[src/rtl/go_pkg.sv]
// rtl/go_pkg.sv - shared types and constants for the Go move controller
//
// Purpose : cell encoding, response codes, controller states and board
//           constants used by go_move_ctrl and go_coord_decode.
// Ports   : none (package).
// Config  : none.

package go_pkg;

    localparam int         BOARD_DIM = 9;
    localparam int         CELLS     = BOARD_DIM * BOARD_DIM;
    localparam logic [7:0] PASS_MOVE = 8'hFF;

    typedef enum logic [1:0] {
        EMPTY = 2'b00,
        BLACK = 2'b01,
        WHITE = 2'b10
    } cell_t;

    typedef enum logic [2:0] {
        RESP_OK        = 3'd0,
        RESP_PASS      = 3'd1,
        RESP_OCCUPIED  = 3'd2,
        RESP_OFF_BOARD = 3'd3,
        RESP_GAME_OVER = 3'd4
    } resp_t;

    typedef enum logic [2:0] {
        INIT,
        CLEAR,
        IDLE,
        READ,
        CHECK,
        WRITE,
        RESP,
        OVER
    } state_t;

endpackage

[src/rtl/go_coord_decode.sv]
// rtl/go_coord_decode.sv - combinational move coordinate decoder
//
// Purpose : splits a move byte into pass / in-bounds flags and the linear
//           board address row*9 + col.
// Ports   : move      [7:0]        in  [7:4] row, [3:0] col, 8'hFF = pass
//           in_bounds              out row and col both inside the board
//           is_pass                out move is the pass code
//           addr      [ADDR_W-1:0] out linear cell address
// Config  : none.

module go_coord_decode #(
    parameter int BOARD_DIM = 9,
    parameter int ADDR_W    = 7
) (
    input  logic [7:0]        move,
    output logic              in_bounds,
    output logic              is_pass,
    output logic [ADDR_W-1:0] addr
);
    import go_pkg::*;

    logic [3:0] row;
    logic [3:0] col;

    assign row       = move[7:4];
    assign col       = move[3:0];
    assign is_pass   = (move == PASS_MOVE);
    assign in_bounds = !is_pass
                       && ({28'd0, row} < BOARD_DIM)
                       && ({28'd0, col} < BOARD_DIM);

    // row*9 as a shift-add; out-of-bounds moves produce a don't-care address
    assign addr = (ADDR_W'(row) << 3) + ADDR_W'(row) + ADDR_W'(col);

endmodule

[src/rtl/go_move_ctrl.sv]
// rtl/go_move_ctrl.sv - move sequencer between move source and 9x9 board store
//
// Purpose : clears the board, validates moves (bounds, occupancy via board
//           read), writes stones, alternates turns, tracks passes/game over.
// Ports   : clk_in, reset (async active-low), new_game (sync restart),
//           move/move_valid/move_ready (move source handshake),
//           rd_en/rd_addr/rd_data (board read, data one cycle after rd_en),
//           wr_en/wr_addr/wr_data (board write),
//           resp_valid/resp_code (one-cycle response), to_play, game_over, busy,
//           move_count (only with MOVE_CNT_EN).
// Config  : MOVE_CNT_EN adds an 8-bit saturating count of placed stones.

module go_move_ctrl #(
    parameter int BOARD_DIM = 9,
    parameter int ADDR_W    = 7
) (
    input  logic              clk_in,
    input  logic              reset,
    input  logic              new_game,
    input  logic [7:0]        move,
    input  logic              move_valid,
    output logic              move_ready,
    output logic              rd_en,
    output logic [ADDR_W-1:0] rd_addr,
    input  logic [1:0]        rd_data,
    output logic              wr_en,
    output logic [ADDR_W-1:0] wr_addr,
    output logic [1:0]        wr_data,
    output logic              resp_valid,
    output logic [2:0]        resp_code,
    output logic              to_play,
    output logic              game_over,
`ifdef MOVE_CNT_EN
    output logic [7:0]        move_count,
`endif
    output logic              busy
);
    import go_pkg::*;

    localparam int N_CELLS = BOARD_DIM * BOARD_DIM;
    localparam logic [ADDR_W-1:0] LAST_ADDR = ADDR_W'(N_CELLS - 1);

    state_t            state_q, state_d;
    logic [1:0]        pass_cnt_q, pass_cnt_d;
    logic              rd_en_d;
    logic [ADDR_W-1:0] rd_addr_d;
    logic              wr_en_d;
    logic [ADDR_W-1:0] wr_addr_d;
    logic [1:0]        wr_data_d;
    logic              resp_valid_d;
    logic [2:0]        resp_code_d;
    logic              to_play_d;
    logic              game_over_d;
    logic              busy_d;
`ifdef MOVE_CNT_EN
    logic [7:0]        move_count_d;
`endif

    logic              dec_in_bounds;
    logic              dec_is_pass;
    logic [ADDR_W-1:0] dec_addr;
    logic              accept;

    go_coord_decode #(
        .BOARD_DIM (BOARD_DIM),
        .ADDR_W    (ADDR_W)
    ) u_decode (
        .move      (move),
        .in_bounds (dec_in_bounds),
        .is_pass   (dec_is_pass),
        .addr      (dec_addr)
    );

    assign move_ready = ((state_q == IDLE) || (state_q == OVER)) && !new_game;
    assign accept     = move_valid && move_ready;

    always_ff @(posedge clk_in or negedge reset) begin
        if (!reset) begin
            state_q    <= INIT;
            pass_cnt_q <= 2'd0;
            rd_en      <= 1'b0;
            rd_addr    <= '0;
            wr_en      <= 1'b0;
            wr_addr    <= '0;
            wr_data    <= 2'b00;
            resp_valid <= 1'b0;
            resp_code  <= 3'd0;
            to_play    <= 1'b0;
            game_over  <= 1'b0;
            busy       <= 1'b1;
`ifdef MOVE_CNT_EN
            move_count <= 8'd0;
`endif
        end else begin
            state_q    <= state_d;
            pass_cnt_q <= pass_cnt_d;
            rd_en      <= rd_en_d;
            rd_addr    <= rd_addr_d;
            wr_en      <= wr_en_d;
            wr_addr    <= wr_addr_d;
            wr_data    <= wr_data_d;
            resp_valid <= resp_valid_d;
            resp_code  <= resp_code_d;
            to_play    <= to_play_d;
            game_over  <= game_over_d;
            busy       <= busy_d;
`ifdef MOVE_CNT_EN
            move_count <= move_count_d;
`endif
        end
    end

    // Next-state and next-output logic; every output register is loaded
    // from here so the board and response interfaces are glitch-free.
    always_comb begin
        state_d      = state_q;
        pass_cnt_d   = pass_cnt_q;
        rd_en_d      = 1'b0;
        rd_addr_d    = rd_addr;
        wr_en_d      = 1'b0;
        wr_addr_d    = wr_addr;
        wr_data_d    = wr_data;
        resp_valid_d = 1'b0;
        resp_code_d  = resp_code;
        to_play_d    = to_play;
        game_over_d  = game_over;
`ifdef MOVE_CNT_EN
        move_count_d = move_count;
`endif

        if (new_game && (state_q != INIT)) begin
            // Restart drops any move in flight: no response, no stone write.
            state_d     = CLEAR;
            pass_cnt_d  = 2'd0;
            wr_en_d     = 1'b1;
            wr_addr_d   = '0;
            wr_data_d   = EMPTY;
            to_play_d   = 1'b0;
            game_over_d = 1'b0;
`ifdef MOVE_CNT_EN
            move_count_d = 8'd0;
`endif
        end else begin
            unique case (state_q)
                INIT: begin
                    state_d   = CLEAR;
                    wr_en_d   = 1'b1;
                    wr_addr_d = '0;
                    wr_data_d = EMPTY;
                end
                CLEAR: begin
                    // wr_addr doubles as the clear counter
                    if (wr_addr == LAST_ADDR) begin
                        state_d = IDLE;
                    end else begin
                        wr_en_d   = 1'b1;
                        wr_addr_d = wr_addr + 1'b1;
                        wr_data_d = EMPTY;
                    end
                end
                IDLE: begin
                    if (accept) begin
                        if (dec_is_pass) begin
                            state_d      = RESP;
                            resp_valid_d = 1'b1;
                            resp_code_d  = RESP_PASS;
                            to_play_d    = !to_play;
                            pass_cnt_d   = pass_cnt_q + 2'd1;
                            if (pass_cnt_q == 2'd1) begin
                                game_over_d = 1'b1;
                            end
                        end else if (!dec_in_bounds) begin
                            state_d      = RESP;
                            resp_valid_d = 1'b1;
                            resp_code_d  = RESP_OFF_BOARD;
                        end else begin
                            state_d   = READ;
                            rd_en_d   = 1'b1;
                            rd_addr_d = dec_addr;
                        end
                    end
                end
                READ: begin
                    state_d = CHECK;
                end
                CHECK: begin
                    resp_valid_d = 1'b1;
                    if (rd_data == EMPTY) begin
                        state_d     = WRITE;
                        wr_en_d     = 1'b1;
                        wr_addr_d   = rd_addr;
                        wr_data_d   = to_play ? WHITE : BLACK;
                        resp_code_d = RESP_OK;
                        to_play_d   = !to_play;
                        pass_cnt_d  = 2'd0;
`ifdef MOVE_CNT_EN
                        if (move_count != 8'hFF) begin
                            move_count_d = move_count + 8'd1;
                        end
`endif
                    end else begin
                        state_d     = RESP;
                        resp_code_d = RESP_OCCUPIED;
                    end
                end
                WRITE, RESP: begin
                    // one dead cycle after every response keeps resp_valid a single pulse
                    state_d = game_over ? OVER : IDLE;
                end
                OVER: begin
                    if (accept) begin
                        state_d      = RESP;
                        resp_valid_d = 1'b1;
                        resp_code_d  = RESP_GAME_OVER;
                    end
                end
                default: begin
                    state_d = INIT;
                end
            endcase
        end

        busy_d = (state_d == INIT) || (state_d == CLEAR);
    end

endmodule

[config.mk]
export PLATFORM = sky130hd
export DESIGN_NAME = go_move_ctrl
export DESIGN_NICKNAME = d
export VERILOG_FILES = /design/src/rtl/go_pkg.sv /design/src/rtl/go_coord_decode.sv /design/src/rtl/go_move_ctrl.sv
export SDC_FILE = /design/constraint.sdc
export NUM_CORES = 1
export LEC_CHECK = 0
export CORE_MARGIN = 3
export CORE_UTILIZATION = 55
export DETAILED_ROUTE_END_ITERATION = 12
export PLACE_DENSITY = 0.83
export SLEW_MARGIN = 30
export SYNTH_ARGS = -nofsm -noshare
export SYNTH_HDL_FRONTEND = slang
export SYNTH_HIERARCHICAL = 1
export SYNTH_SLANG_ARGS = --single-unit
[constraint.sdc]
create_clock -name clk_in -period 3 [get_ports clk_in]
set_clock_uncertainty 0.15 [all_clocks]
set_input_delay 0.45 -clock clk_in [delete_from_list [all_inputs] [get_ports clk_in]]
set_output_delay 0.45 -clock clk_in [all_outputs]
set_load 0.01 [all_outputs]
==> results.json, run 1 <==
{
  "final_cell_count_no_fill": 284,
  "synth_top_family_by_area": "simple AND/OR/NAND/NOR gates",
  "htree_levels": 2,
  "synth.cell_area_um2": 1868,
  "die_y_um": 64.28,
  "grt_start_max_net_pins": 31,
  "finalHoldViolCount": 0,
  "syn_avg_cell_area_um2": 9.629,
  "ff2ff_path_depth": 5,
  "drtPass1Iterations": 4,
  "slew_violations": 0,
  "slew_headroom_pct": 64.22,
  "gp_congestion": 0.8387,
  "synth_top_area_share_pct": 38.85,
  "fp.dieW_um": 64.28,
  "grt_pass1_vias": 1608,
  "p_sw_share_pct": 27.61,
  "p_seq_share_pct": 51.4,
  "critPathMaxFanout": 4,
  "max_freq_mhz": 390.3,
  "synth-main-ff-cell": "dfrtp_1",
  "p_int_uw": 593.9,
  "rsz0062_at_grt": "false",
  "syn2layout_area_growth_pct": 28.13,
  "maxCapViolCount": 0,
  "cts_hold_buf": 0,
  "drive_above_1_share_pct": 13.33,
  "initial_utilization_pct": 59.25,
  "cts_setup_buffers": 0,
  "dp.cells": 276,
  "setup_tns_ns": 0,
  "met2_usage_pct": 40.34,
  "worstSkewPairLatency_ns": 0.33,
  "power.leakage_nw": 1.063,
  "synthArstFlopShare_pct": 100.0,
  "wl_per_cell_um": 15.49,
  "cts_tree": "done",
  "max_slew.worst_pin.slew_ns": 0.5350,
  "run_status": "finished clean",
  "yosysTopAreaCell": "dfrtp_1",
  "combPwrFrac_pct": 16.9,
  "vias": 1663,
  "synth_compound_area_share_pct": 17.82,
  "rrSetupSlack_ns": 0.91,
  "ys_ff_latch": 30,
  "clockBufferDepth": 2,
  "antenna_left": 0,
  "p_clk_share_pct": 31.7,
  "p_sw_uw": 226.5,
  "cts_sinks": 30,
  "syn_nets": 221,
  "port_buffers": 39,
  "grt_pass1_wl_mm": 7.465,
  "fp-row-count": 20,
  "criticalPathCategory": "input port to flip-flop",
  "synth-simple-area-share_pct": 18.75,
  "yosys_warnings": 6,
  "fp.coreArea_um2": 3153,
  "antenna_found_initial": 0,
  "synth_fa_ha_area_share_pct": 9.511,
  "power.density_nw_per_um2": 342.8,
  "vias_per_cell": 5.856,
  "cts_buffers": 5,
  "setup_viol": 0,
  "dp_slack_ns": 0.09968,
  "synth_mux_area_share_pct": 5.961,
  "period_share_pct": 85.40,
  "ctsRootBufferMaster": "clkbuf_4",
  "cp.required_ns": 3.08,
  "drcViolationCount": 0,
  "finalWorstSetupSlack_ns": 0.4380,
  "synth_xor_area_share_pct": 2.344,
  "ys_seq_area_share_pct": 40.25,
  "ir_worst_vdd_mv": 0.2890,
  "synth.distinct_cells": 47,
  "hpwl_mm": 3.294,
  "fp.dieArea_um2": 4132,
  "track_usage_pct": 23.38,
  "arrival_ns": 2.65,
  "whs_ns": 0.3546,
  "syn-instance-count": 194,
  "holdCritPathClass": "input port to asynchronous set/reset pin",
  "n_antenna_cell": 0,
  "wirelength_mm": 4.400,
  "ioPinCount": 40,
  "clk_pin_slew_ns": 0.11,
  "power_uw": 820.4,
  "finalNetCount": 266,
  "use_met3_pct": 6.327,
  "fin_crit_ns": 2.562,
  "cts_resized": 0,
  "drt-initial-drc-count": 143,
  "synth_area_leaders": "dfrtp_1, ha_1, mux2_2",
  "synth_edf_count": 0,
  "met1_usage_pct": 27.75,
  "start_kind": "input port",
  "gr-max-usage-layer": "met2",
  "grt_overflow": 0,
  "end_kind": "flip-flop"
}
-- power by group through the flow --
stage | combinational [mW] | sequential (mW) | clock [mW]
floorplan | 0.0662 | 0.432 | 0
global placement | 0.131 | 0.428 | 0
detailed placement | 0.138 | 0.429 | 0
CTS | 0.139 | 0.421 | 0.267
global route | 0.153 | 0.423 | 0.286
finish | 0.139 | 0.421 | 0.260
-- stage by stage --
step | cell area [µm²] | utilization, %
3_3_place_gp | 2330 | 73.89
3_5_place_dp | 2330 | 73.89
2_1_floorplan | 1868 | -
4_1_cts | 2394 | 75.91
6_report | 2394 | 75.91
5_1_grt | 2394 | 75.91
-- kinds of logic (layout without fill, tap and decap cells) --
kind of cell / Yosys count / count (layout)
xor+xnor: 5 / 5
simple gates: 62 / 62
mux: 10 / 10
buf+inv: 26 / 72
fa+ha+maj: 13 / 13
compound gates: 48 / 48
flops: 30 / 30
-- per-layer routing --
metal  routed length (µm)  share of wire (%)
met4                   55                1.3
met1                 1925                 44
met2                 2214                 50
met5                    0                  0
met3                  204                4.6
-- area by class of cell --
class,count,area [µm²]
clock buffers,6,51.30
clock inverters,2,12.51
fillers,244,759.5
inverters,19,71.32
multi-input cells,138,1016
flip-flops and latches,30,752.0
well taps,44,55.05
repair buffers,45,435.4
-- path summary, 6_finish.rpt --
kind | from | end
worst max-delay path | move[4] | rd_addr[5]
worst min-delay path | reset | state_q[2]
worst max register to register | state_q[2] | resp_code[1]
worst min register to register | resp_code[1] | resp_code[1]
max in group asynchronous | reset | busy
min in group clk_in | resp_code[1] | resp_code[1]
-- synth_stat cells (4+ instances only) --
cell      number
xnor2_1        4
a21oi_1       10
nand3_1        8
a21o_1         4
mux2_2         9
a31oi_1        4
nor2_1        11
nand4_1        5
ha_1          11
dfrtp_1       29
clkbuf_1       5
o21ai_0       11
nor3_1         8
inv_1         19
nand2_1       11
-- layout by cell type (no fill, tap or decap), types with 3 or more instances in the layout --
| cell | netlist | layout |
|---|---|---|
| xnor2_1 | 4 | 4 |
| a21oi_1 | 10 | 10 |
| a22o_1 | 3 | 3 |
| a21o_1 | 4 | 4 |
| nand2_1 | 11 | 11 |
| nor2_1 | 11 | 11 |
| ha_1 | 11 | 11 |
| clkbuf_4 | 0 | 5 |
| nand4_1 | 5 | 5 |
| nand3_1 | 8 | 8 |
| dfrtp_1 | 29 | 29 |
| nor3_1 | 8 | 8 |
| a31oi_1 | 4 | 4 |
| inv_1 | 19 | 19 |
| nor2b_1 | 3 | 3 |
| and3_1 | 3 | 3 |
| mux2_2 | 9 | 9 |
| clkdlybuf4s50_1 | 0 | 39 |
| buf_4 | 0 | 6 |
| o21ai_0 | 11 | 11 |
-- worst max-delay path, stage by stage --
cell and delay, ns:
clkdlybuf4s50_1 0.54, inv_1 0.08, fa_1 0.50, inv_1 0.04, ha_1 0.35, a21o_1 0.21, a21oi_2 0.15, xnor2_1 0.07
mux2_2 0.26
-- sequential cells by signal (all words and copies together) (netlist names), 2 cells and up --
name / count
rd_addr: 7
wr_data: 2
state_q: 3
pass_cnt_q: 2
wr_addr: 7
resp_code: 3
Note: power is estimated with default switching activity, not from simulation.
==> run 2, diff against run 1 <==
- CORE_UTILIZATION: 55 -> 51
- PLACE_DENSITY: 0.83 -> 0.78
- clock period: 3 -> 2.5 ns (I/O delays scaled with it)
==> results.json, run 2 (synthesis gave the netlist of run 1 again) <==
{
  "run_status": "finished clean",
  "p_sw_uw": 291.1,
  "p_seq_share_pct": 42.9,
  "drtPass1Iterations": 4,
  "cts_tree": "done",
  "ir_worst_vdd_mv": 0.3145,
  "combPwrFrac_pct": 16.0,
  "max_freq_mhz": 419.4,
  "cts_hold_buf": 0,
  "port_buffers": 39,
  "die_y_um": 66.52,
  "gp_congestion": 0.8002,
  "cts_buffers": 5,
  "wirelength_mm": 4.500,
  "cp.required_ns": 2.52,
  "ioPinCount": 40,
  "rsz0062_at_grt": "false",
  "syn2layout_area_growth_pct": 35.77,
  "antenna_found_initial": 0,
  "ctsRootBufferMaster": "clkbuf_8",
  "criticalPathCategory": "input port to flip-flop",
  "end_kind": "flip-flop",
  "antenna_left": 0,
  "grt_overflow": 0,
  "maxCapViolCount": 0,
  "drt-initial-drc-count": 186,
  "p_sw_share_pct": 24.66,
  "start_kind": "input port",
  "grt_pass1_vias": 1652,
  "multi_input_area_um2": 1028,
  "slew_violations": 0,
  "p_int_uw": 889.4,
  "power_mw": 1.180,
  "fp-row-count": 21,
  "finalNetCount": 277,
  "htree_levels": 2,
  "worstSkewPairLatency_ns": 0.29,
  "critPathMaxFanout": 4,
  "grt_pass1_wl_mm": 7.776,
  "power.leakage_nw": 1.140,
  "grt_start_max_net_pins": 31,
  "fillers": 256,
  "setup_tns_ns": 0,
  "clockBufferDepth": 2,
  "register_area_um2": 752.0,
  "fp.coreArea_um2": 3442,
  "cts_sinks": 30,
  "vias_per_cell": 5.751,
  "drcViolationCount": 0,
  "max_slew.worst_pin.slew_ns": 0.5428,
  "layout_commonest_cell": "clkdlybuf4s50_1",
  "finalHoldViolCount": 0,
  "hpwl_mm": 3.315,
  "reg_top3": "rd_addr (7), wr_addr (7)",
  "period_share_pct": 95.37,
  "track_usage_pct": 23.45,
  "p_clk_share_pct": 41.2,
  "clk_pin_slew_ns": 0.06,
  "setup_viol": 0,
  "slew_headroom_pct": 63.70,
  "initial_utilization_pct": 54.27,
  "fin_crit_ns": 2.384,
  "fp.dieW_um": 66.52,
  "wl_per_cell_um": 15.15,
  "drive_above_1_share_pct": 17.53,
  "holdCritPathClass": "input port to asynchronous set/reset pin",
  "cts_setup_buffers": 0,
  "power.density_nw_per_um2": 465.5,
  "n_antenna_cell": 0,
  "arrival_ns": 2.41,
  "fp.dieArea_um2": 4425,
  "mostFrequentLayoutCells": "clkdlybuf4s50_1, dfrtp_1, inv_1",
  "vias": 1708
}
run 2: cell count changes in the layout (fill, tap and decap cells not counted), sizes merged:
cell | before | now
buf | 6 | 17
bufinv | 0 | 1
clkbuf | 6 | 5
clkinv | 1 | 2
clkinvlp | 1 | 0
run 2: power by group through the flow:
stage | clock network, mW | registers (mW) | logic, mW
2_1_floorplan | 0 | 0.518 | 0.0795
3_3_place_gp | 0 | 0.514 | 0.175
3_5_place_dp | 0 | 0.515 | 0.181
4_1_cts | 0.496 | 0.506 | 0.184
5_1_grt | 0.522 | 0.507 | 0.211
6_report | 0.486 | 0.506 | 0.188
run 2: per-layer routing:
metal / track usage [%] / vias to the layer above / wire [µm]
li1: - / 815 / -
met2: 38.29 / 55 / 2203
met4: 9.898 / 0 / 104
met5: 0 / - / 0
met1: 29.51 / 829 / 1979
met3: 5.565 / 9 / 213
run 2: cell type report:
class	count	share of cell area [%]
multi-input combinational	138	40.55
clock inverter	3	1.579
clock buffer	5	2.713
tap	46	2.269
inverter	19	2.812
sequential	30	29.65
timing repair buffer	56	20.42
run 2: what timing repair did:
item | CTS | global route
resized for setup | 0 | 1
hold endpoints to repair | 0 | 0
endpoints found under the setup margin | 0 | 2
run 2: stage by stage:
stage	utilization (%)	worst slack [ns]	hold slack, ns	area [µm²]	instances
global route	73.68	0.008500	0.3741	2536	297
CTS	73.32	0.02428	0.3423	2524	297
detailed placement	70.16	-0.2637	0.3548	2415	289
global placement	70.16	-0.2100	0.3336	2415	289
finish	73.68	0.1157	0.3340	2536	297
floorplan	-	0.3017	-0.07059	1868	194
run 2: critical path, stage by stage:
cell and delay, ns:
clkdlybuf4s50_1 0.48, inv_1 0.07, fa_1 0.53, inv_1 0.07
ha_4 0.25, a21o_1 0.16, a21oi_2 0.14, xnor2_1 0.07
mux2_2 0.25
run 2: worst paths after layout:
kind / slack, ns / endpoint / cells after the start / start
max reg2reg: 0.42 / resp_code[1] / 5 / state_q[2]
max in group asynchronous: 1.55 / busy / 2 / reset
min in group clk_in: 0.36 / resp_code[1] / 1 / resp_code[1]
max: 0.12 / rd_addr[5] / 9 / move[3]
min: 0.33 / wr_addr[3] / 2 / reset
min reg2reg: 0.36 / resp_code[1] / 1 / resp_code[1]
==> run 3, diff against run 2 <==
- ABC_AREA: unset -> 1
- CORE_MARGIN: 3 -> 2
- CORE_UTILIZATION: 51 -> 52
- PLACE_DENSITY: 0.78 -> 0.79
==> results.json, run 3 <==
{
  "run_status": "finished clean",
  "fp-row-count": 22,
  "holdCritPathClass": "flip-flop to flip-flop",
  "antenna_found_initial": 0,
  "reg_top3": "rd_addr (7), wr_addr (7)",
  "htree_levels": 2,
  "synth.distinct_cells": 31,
  "dp_slack_ns": -0.06542,
  "maxCapViolCount": 0,
  "crit_chain": "clkdlybuf4s50_1, inv_1, nand4_1, nand2_1, clkdlybuf4s50_1",
  "fin_crit_ns": 2.313,
  "setup_tns_ns": 0,
  "mostFrequentLayoutCells": "nand2_1, clkdlybuf4s50_1, dfrtp_1",
  "syn_avg_cell_area_um2": 7.323,
  "hpwl_mm": 3.360,
  "fp.coreArea_um2": 3661,
  "fp.dieArea_um2": 4341,
  "vias": 1886,
  "clk_pin_slew_ns": 0.06,
  "clockBufferDepth": 2,
  "final_cell_count_no_fill": 371,
  "hold_path_depth": 2,
  "synth_top_area_share_pct": 36.43,
  "period_share_pct": 92.51,
  "crit_path_frequent_cell": "clkdlybuf4s50_1",
  "ff2ff_path_depth": 7,
  "start_kind": "input port",
  "max_slew.worst_pin.slew_ns": 0.4786,
  "cts_buffers": 5,
  "rr_endpoint": "wr_data[1]",
  "rsz0062_at_grt": "false",
  "finalNetCount": 349,
  "finalWorstSetupSlack_ns": 0.1871,
  "grt_pass1_vias": 1701,
  "ys_ff_latch": 30,
  "cts_resized": 0,
  "multi_input_area_um2": 1090,
  "drive_above_1_share_pct": 13.31,
  "worstSkewPairLatency_ns": 0.28,
  "syn_nets": 299,
  "synth_compound_area_share_pct": 5.967,
  "cts_sinks": 30,
  "grt_pass1_wl_mm": 7.452,
  "cp.required_ns": 1.98,
  "cts_hold_buf": 0,
  "track_usage_pct": 22.35,
  "synthMostInstantiatedCell": "nand2_1",
  "yosys_warnings": 6,
  "syn-instance-count": 272,
  "max_freq_mhz": 432.4,
  "drcViolationCount": 0,
  "fp.dieW_um": 65.89,
  "wirelength_mm": 4.374,
  "end_kind": "primary output",
  "synth-main-ff-cell": "dfrtp_1",
  "n_antenna_cell": 0,
  "min_from": "resp_code[2]",
  "ctsRootBufferMaster": "clkbuf_8",
  "slew_headroom_pct": 68.06,
  "synth_fa_ha_area_share_pct": 8.920,
  "setup_viol": 0,
  "ioPinCount": 40,
  "grt_start_max_net_pins": 31,
  "slew_violations": 0,
  "crit_slowest_cell": "clkdlybuf4s50_1",
  "die_y_um": 65.89,
  "yosysTopAreaCell": "dfrtp_1",
  "initial_utilization_pct": 54.41,
  "arrival_ns": 1.79,
  "syn2layout_area_growth_pct": 28.64,
  "vias_per_cell": 5.084,
  "antenna_left": 0,
  "cts_setup_buffers": 0,
  "port_buffers": 39,
  "drtPass1Iterations": 4,
  "cts_tree": "done",
  "power.leakage_nw": 1.351,
  "critPathMaxFanout": 6,
  "criticalPathCategory": "input port to primary output",
  "layout_commonest_cell": "nand2_1",
  "finalHoldViolCount": 0,
  "synth_edf_count": 0,
  "synth_mux_area_share_pct": 0,
  "synthArstFlopShare_pct": 100.0,
  "synth_xor_area_share_pct": 2.198,
  "synth_top_family_by_area": "simple AND/OR/NAND/NOR gates",
  "slowest_delay_ns": 0.54,
  "synthTopCellsByCount": "nand2_1, dfrtp_1, inv_1",
  "synth.cell_area_um2": 1992,
  "ir_worst_vdd_mv": 0.2565,
  "power.density_nw_per_um2": 455.1,
  "rrSetupSlack_ns": 0.59,
  "hold_end": "resp_code[2]",
  "dp.cells": 363,
  "ys_seq_area_share_pct": 37.75,
  "wl_per_cell_um": 11.79,
  "fillers": 311,
  "synth-simple-area-share_pct": 37.63,
  "synth_area_leaders": "dfrtp_1, nand2_1, ha_1",
  "gp_congestion": 0.8433,
  "worstReg2RegStart": "state_q[1]",
  "drt-initial-drc-count": 106,
  "register_area_um2": 752.0,
  "grt_overflow": 0
}
## run 3: cell types whose count changed in the layout (fill, tap and decap cells not counted), sizes merged, moves of 4 or more
cell,before,now
buf,17,6
nand2,12,110
a21o,4,0
nor3,8,3
a31oi,5,0
mux2,9,0
nand3,8,24
nor2,11,22
inv,19,35
a21oi,12,6
## run 3: worst max-delay path: cells and delay by family
kind	cells	cell delay, ns
AND/OR/NAND/NOR	2	0.20
buffers and inverters	3	1.21
## run 3: cell families after synthesis
kind of cell,Yosys count
AND/OR/NAND/NOR,168
buffers and inverters,37
flip-flops,30
AO/OA/AOI/OAI,19
adder cells (fa/ha/maj),13
XOR/XNOR,5
## run 3: power by group
part | internal, mW | total [mW] | switching, mW
logic | 0.118 | 0.237 | 0.118
registers | 0.513 | 0.535 | 0.0227
clock network | 0.221 | 0.394 | 0.172
total | 0.853 | 1.17 | 0.314
## run 3: cell type report
cell class	instances	share of cell area, %
repair buffers	45	16.99
clock buffers	7	3.369
multi-input cells	205	42.53
well taps	48	2.344
inverters	35	5.225
flip-flops and latches	30	29.35
clock inverters	1	0.1953
## run 3: through the flow
| stage | hold WS (ns) | power, mW | util [%] | area [µm²] |
|---|---|---|---|---|
| 6_report | 0.3248 | 1.166 | 69.99 | 2562 |
| 2_1_floorplan | -0.07059 | 0.6629 | - | 1992 |
| 3_5_place_dp | 0.3126 | 0.7790 | 67.50 | 2471 |
| 3_3_place_gp | 0.3052 | 0.7736 | 67.50 | 2471 |
| 5_1_grt | 0.3577 | 1.231 | 69.99 | 2562 |
| 4_1_cts | 0.3287 | 1.181 | 69.99 | 2562 |
## run 3: worst max path at each step
stage / from / to / slack, ns / cells past startpoint
2_1_floorplan: move[3] / rd_addr[6] / 0.52 / 12
3_3_place_gp: move[3] / rd_addr[6] / -0.004 / 13
3_5_place_dp: move[3] / rd_addr[6] / -0.07 / 13
4_1_cts: new_game / move_ready / 0.19 / 5
5_1_grt: move[3] / rd_addr[6] / 0.07 / 13
6_report: new_game / move_ready / 0.19 / 5
## run 3: layer usage
layer  routed length (µm)  track usage (%)
met3                  147            4.089
met5                    0                0
met4                   88            9.375
met2                 2071            35.86
met1                 2067            29.55
